===== config.mk =====
export PLATFORM = sky130hd
export DESIGN_NAME = matrix_frame_buffer
export DESIGN_NICKNAME = d
export VERILOG_FILES = /design/src/rtl/matrix_pkg.sv /design/src/rtl/matrix_frame_buffer_row_rotate.sv /design/src/rtl/matrix_frame_buffer.sv
export SDC_FILE = /design/constraint.sdc
export NUM_CORES = 1
export LEC_CHECK = 0
export CELL_PAD_IN_SITES_DETAIL_PLACEMENT = 0
export CELL_PAD_IN_SITES_GLOBAL_PLACEMENT = 1
export CORE_ASPECT_RATIO = 1.1
export CORE_MARGIN = 2
export CORE_UTILIZATION = 44
export CTS_CLUSTER_DIAMETER = 150
export DETAILED_ROUTE_END_ITERATION = 10
export HOLD_SLACK_MARGIN = 0.12
export PLACE_DENSITY = 0.88
export SLEW_MARGIN = 20
export SYNTH_ARGS = -nofsm -noshare
export SYNTH_HDL_FRONTEND = slang
export SYNTH_SLANG_ARGS = --single-unit

===== constraint.sdc =====
create_clock -name clk -period 3.8 [get_ports clk]
set_clock_uncertainty 0.05 [all_clocks]
set_input_delay 0.76 -clock clk [delete_from_list [all_inputs] [get_ports clk]]
set_output_delay 0.76 -clock clk [all_outputs]
set_load 0.01 [all_outputs]

===== src/rtl/matrix_pkg.sv =====
// matrix_pkg: shared sizes and FSM state for the matrix frame buffer
package matrix_pkg;
  localparam int ROWS = 8;
  localparam int COLS = 8;
  localparam int ROW_W = 3;
  localparam int COL_W = 3;
  localparam int MISS_W = 8;
  typedef enum logic {FILL, PENDING} state_t;
endpackage


===== src/rtl/matrix_frame_buffer_row_rotate.sv =====
// row_rotate: rotates one row left by a column offset (bit c lands at (c+off) mod COLS)
module row_rotate
  import matrix_pkg::*;
(
  input  logic [COLS-1:0]  i_data,
  input  logic [COL_W-1:0] i_off,
  output logic [COLS-1:0]  o_data
);
  logic [2*COLS-1:0] w_dbl;
  assign w_dbl = {i_data, i_data} << i_off;
  assign o_data = w_dbl[2*COLS-1:COLS];
endmodule


===== src/rtl/matrix_frame_buffer.sv =====
// matrix_frame_buffer: double-buffered 8x8 frame store swapped on frameTick
// Define MATRIX_SCROLL_EN to add scrollTick and a per-row left-rotate offset.
module matrix_frame_buffer
  import matrix_pkg::state_t;
  import matrix_pkg::FILL;
  import matrix_pkg::PENDING;
  import matrix_pkg::ROW_W;
  import matrix_pkg::COL_W;
  import matrix_pkg::MISS_W;
#(
  parameter int ROWS = matrix_pkg::ROWS,
  parameter int COLS = matrix_pkg::COLS
) (
  input  logic                 clk,
  input  logic                 rst,
`ifdef MATRIX_SCROLL_EN
  input  logic                 scrollTick,
`endif
  input  logic                 wrValid,
  output logic                 wrReady,
  input  logic [ROW_W-1:0]     wrRow,
  input  logic [COLS-1:0]      wrData,
  input  logic                 wrLast,
  input  logic                 frameTick,
  output logic [ROWS*COLS-1:0] matrixOut,
  output logic                 frameSwapped,
  output logic [MISS_W-1:0]    missedFrames
);
  state_t r_state;
  logic [ROWS*COLS-1:0] r_front, r_back;
  logic [MISS_W-1:0] r_missed;
  logic r_swapped;
  logic w_acc, w_swap;
  logic [COL_W-1:0] w_off;
  assign wrReady = r_state == FILL;
  assign w_acc = wrValid && wrReady;
  assign w_swap = r_state == PENDING && frameTick;
  assign frameSwapped = r_swapped;
  assign missedFrames = r_missed;
  always_ff @(posedge clk) begin
    if (rst) begin
      r_state <= FILL;
      r_front <= '0;
      r_back <= '0;
      r_missed <= '0;
      r_swapped <= 1'b0;
    end else begin
      r_swapped <= w_swap;
      if (w_acc) r_back[wrRow*COLS +: COLS] <= wrData;
      if (r_state == FILL) begin
        if (frameTick && r_missed != '1) r_missed <= r_missed + 1'b1;
        if (w_acc && wrLast) r_state <= PENDING;
      end else if (frameTick) begin
        r_front <= r_back;
        r_state <= FILL;
      end
    end
  end
`ifdef MATRIX_SCROLL_EN
  logic [COL_W-1:0] r_off;
  always_ff @(posedge clk) begin
    if (rst || w_swap) r_off <= '0;
    else if (scrollTick) r_off <= r_off + 1'b1;
  end
  assign w_off = r_off;
`else
  assign w_off = '0;
`endif
  for (genvar r = 0; r < ROWS; r++) begin : g_row
    row_rotate u_rot (
      .i_data(r_front[r*COLS +: COLS]),
      .i_off (w_off),
      .o_data(matrixOut[r*COLS +: COLS])
    );
  end
endmodule

After elaboration in Yosys (flattened, before gate mapping) --
Index checks and enable logic that the tools add are counted.
Operators by class: add/subtract/negate cells 2, eq/ne operators 1, shift operators 2, muxes and demuxes 4, bitwise operators 1, reduce and logical (&&, ||, !) cells 6
Operators with widths (number):
- 64-bit bitwise mux | 1
- 8-bit by 34-bit variable shift with 64-bit output (first input constant) | 1
- 8-bit by 34-bit variable part select with 64-bit output | 1
- 6-bit negation with 34-bit output | 1
- 8-bit by 1-bit adder with 8-bit output (second input constant) | 1
- 8-bit inequality test (second input constant) | 1
- 1-bit logical AND | 4
- 2-bit AND reduction | 2
- 1-bit two-way mux | 3
- 1-bit NOT | 1
Storage, ports and cells: register bits after elaboration 138, input bits 16, output and inout bits 74, word-level logic and storage cells 21

Longest topological paths before layout --
depth after elaboration 5, mapped depth 9, gate-level depth less buffers 6

Hierarchy --
From an unflattened synthesis, not the netlist that was laid out.
Second synthesis, totals: cell total of the unflattened synthesis 654, area, all modules 7785.0 µm²
Modules (own cells, without submodules):
- matrix_frame_buffer | instances 1, cells each 502, area each 5172.5 µm², seq. area each 2762.6 µm²
- row_rotate | instances 8, cells each 19, area each 326.6 µm², seq. area each 0.0 µm²

Least setup slack after synthesis --
OpenSTA, ideal clock, no wires.
kind input to register, start point in wrRow[0], end point reg r_back[16], library setup time 122 ps, arrival 2255 ps, required time 3628 ps, slack 1373 ps, stages on the path 9, path buffers 3, path through buf_6 > inv_1 > ha_1 > ha_1 > buf_2 > and2_1 > clkbuf_1 > nand3_4 > mux2i_1
On the way: word-level cells in the longest chain between the ends 3, elaborated cells between the ends (all ways) 4, those cells by class 1 x add/sub; 2 x shift; 1 x mux
RTL lines:
- from (decl) | RTL line matrix_frame_buffer.sv:21 | input logic [ROW_W-1:0] wrRow,
- 6-bit negation with 34-bit output * | RTL line matrix_frame_buffer.sv:49 | if (w_acc) r_back[wrRow*COLS +: COLS] <= wrData;
- 8-bit by 34-bit variable part select with 64-bit output / 8-bit by 34-bit variable shift with 64-bit output (equally long branches) | RTL line matrix_frame_buffer.sv:49
- 64-bit bitwise mux * | RTL line matrix_frame_buffer.sv:49
- to (signal, indexed assignment) | RTL line matrix_frame_buffer.sv:49
- to (decl) | RTL line matrix_frame_buffer.sv:30 | logic [ROWS*COLS-1:0] r_front, r_back;
Mark *: on every way between the ends. The rest lies on a longest branch, timed or not. A chain may end at the register's enable or synchronous reset.

Worst setup path in the final report --
start point in wrRow[1], end point reg r_back[13]
Same word-level chain as after synthesis.

==> results.py <==
metrics = {
    "run_status": {
        "outcome": "complete, no violations",
    },
    "cts": {
        "cts_made_buffers": 17,
        "postCtsHoldBufs": 0,
        "cts_max_level": 4,
        "clkLatencyLatePin_ns": 0.41,
        "cts_tree": "done",
        "clock-root-buffer": "clkbuf_16",
        "postCtsSetupBuffers": 0,
        "cts_resized": 0,
        "cts.sinks": 138,
        "clock_path_buffers": 2,
        "clkTransAtPathRegs_ns": 0.06,
    },
    "detailed_routing": {
        "first_pass_iters": 5,
        "ant_nets": 0,
        "drc": 0,
        "via_count": 4124,
        "dr.first_iter.drc_count": 279,
        "wl_um": 12600,
        "vias_per_cell": 5.63,
        "wl_per_cell_um": 17.2,
    },
    "timing": {
        "tightestPinTransition_ns": 0.802,
        "min_period_ns": 2.75,
        "max_freq_mhz": 364,
        "relSlewSlack_pct": 46.5,
        "drv_slew": 0,
        "rsz0062_at_grt": "false",
        "hold_slack_ns": 0.415,
        "fin_crit_sh_pct": 72.3,
        "finalSetupTns_ns": 0,
        "setup_viol": 0,
        "hold_violations": 0,
    },
    "critical_path": {
        "cp-startpoint": "wrRow[1]",
        "cp-endpoint": "r_back[13]",
        "reg2reg_to": "r_front[61]",
        "rr_worst_depth": 4,
        "r2r_slack_ns": 1.85,
        "worstSetupPathType": "in2reg",
        "cp.arrival_ns": 2.99,
        "startpoint_type": "input port",
        "cp_max_fo": 31,
        "cp.required_ns": 4.04,
        "critPathCaptureType": "flip-flop",
        "r2r_start": "r_state",
    },
    "flow_run": {
        "cap_violations": 0,
    },
    "logic_synthesis": {
        "synth-seq-cells": 138,
        "synth_edf_count": 0,
        "synth_area_um2": 5170,
        "synthDistinctLibCells": 46,
        "syn-num-nets": 517,
        "synthFlopType": "dfxtp_1",
        "syn_inst": 497,
        "synthArstFlopShare_pct": 0,
        "yosys_warnings": 0,
        "yosysSeqAreaShare_pct": 53.4,
        "syn_avg_cell_area_um2": 10.4,
    },
    "die": {
        "start_util_pct": 45.0,
        "die_y_um": 118,
        "core_area_um2": 11500,
        "num_rows": 41,
        "io_pins": 90,
        "dieArea_um2": 12600,
        "dieWidth_um": 107,
    },
    "hold_path": {
        "min-delay-start": "r_back[44]",
        "hold_path_class": "reg2reg",
    },
    "pwr": {
        "seqPwrFrac_pct": 41.5,
        "p_leak_nw": 2.56,
        "p_sw_share_pct": 20.5,
        "p_comb_share_pct": 5.2,
        "p_sw_uw": 728,
        "peakVddDrop_mv": 0.264,
        "clock_power_share_pct": 53.3,
        "p_int_mw": 2.81,
        "powerDensity_nw_per_um2": 519,
    },
    "layout": {
        "final_net_count": 590,
        "layout_commonest_cell": "dfxtp_1",
        "final_cell_mix": "dfxtp_1 (138), clkdlybuf4s50_1 (88), a22o_1 (64), a21oi_1 (42), nand2b_1 (32)",
        "fillers": 989,
        "area.growth.synth_to_final_pct": 32.0,
        "post_route_cells_drive_above_1_share_pct": 8.75,
        "diodes": 0,
    },
    "global_routing": {
        "grt_pass1_vias": 4015,
        "grt_pass1_wl_um": 20300,
        "antenna_found_initial": 0,
        "gr-total-overflow": 0,
        "grt_usage_pct": 20.2,
        "grt_max_degree": 66,
    },
    "placed_design": {
        "portBuffers": 89,
        "place_congestion": 0.859,
        "dpl.hpwl_um": 8290,
    },
}
-- kinds of logic (layout without fill, tap and decap cells) --
kind of cell	count (synthesis)	after routing	synth area share, %
AO/OA/AOI/OAI	154	154	20.3
adder cells (fa/ha/maj)	4	4	0.968
buffers and inverters	51	137	4.36
flip-flops	138	138	53.4
multiplexers	27	27	5.28
AND/OR/NAND/NOR	123	123	15.7
-- Yosys cell counts (3+ instances only) --
library cell / n / area share, %
o21ai_0: 30 / 2.9
dfxtp_1: 138 / 53
and3b_1: 3 / 0.51
buf_1: 3 / 0.22
nand3_4: 3 / 1.0
o21ai_1: 8 / 0.77
a22o_1: 64 / 11
nor2b_1: 5 / 0.61
ha_1: 4 / 0.97
nor2_1: 6 / 0.44
inv_1: 7 / 0.51
nand2_1: 10 / 0.73
mux2i_1: 25 / 4.8
o32ai_1: 3 / 0.51
nand3_1: 18 / 1.7
buf_2: 18 / 1.7
clkbuf_1: 21 / 1.5
nand4_1: 24 / 2.9
a21oi_1: 43 / 4.2
nand2b_1: 32 / 3.9
-- layer usage --
metal	track usage (%)	vias to the layer above	wire length, um
li1	-	1989	-
met1	26.7	1996	5680
met2	31.4	118	6000
met3	5.98	21	721
met4	7.21	0	206
met5	0	-	0
-- flip-flops by register name, summed over array words and instances (netlist names) --
register / count
r_back: 64
r_front: 64
missedFrames: 8
frameSwapped: 1
r_state: 1
-- area by class of cell --
type | instances | area, um2 | area share [%]
Inverter | 7 | 26.3 | 0.385
Clock inverter | 13 | 248 | 3.63
Clock buffer | 19 | 433 | 6.35
Tap cell | 150 | 188 | 2.75
Sequential cell | 138 | 2760 | 40.5
Timing Repair Buffer | 98 | 966 | 14.2
Multi-Input combinational cell | 308 | 2200 | 32.2
-- through the flow --
step / setup WS [ns] / area [um2] / util, % / std cells / total power, mW
2_1_floorplan: 1.37 / 5170 / - / 497 / 1.62
3_3_place_gp: 0.748 / 6140 / 53.5 / 701 / 1.68
3_5_place_dp: 0.651 / 6140 / 53.5 / 701 / 1.68
4_1_cts: 1.09 / 6820 / 59.4 / 733 / 3.57
5_1_grt: 0.932 / 6820 / 59.4 / 733 / 3.65
6_report: 1.05 / 6820 / 59.4 / 733 / 3.54
-- power by group through the flow --
stage | combinational, mW | sequential (mW) | clock [mW]
6_report | 0.185 | 1.47 | 1.89
5_1_grt | 0.199 | 1.47 | 1.98
4_1_cts | 0.183 | 1.47 | 1.92
3_5_place_dp | 0.182 | 1.50 | 0
3_3_place_gp | 0.177 | 1.50 | 0
2_1_floorplan | 0.119 | 1.50 | 0
-- worst min-delay path by stage --
| stage | cells past startpoint | to | slack [ns] |
|---|---|---|---|
| after CTS | 1 | r_front[6] | 0.42 |
| after floorplan | 1 | r_front[40] | 0.39 |
| after global placement | 1 | r_front[29] | 0.40 |
| final | 1 | r_front[44] | 0.41 |
| after global routing | 1 | r_front[28] | 0.43 |
| after detailed placement | 1 | r_front[21] | 0.41 |
-- critical path, cell delays in order --
cell and delay [ns]:
clkdlybuf4s50_1 0.52, inv_1 0.06, ha_1 0.19, ha_1 0.25
nand4bb_1 0.20, buf_4 0.24, or4_1 0.56, o32ai_1 0.20
No activity file was read; power rests on OpenSTA's default activity.
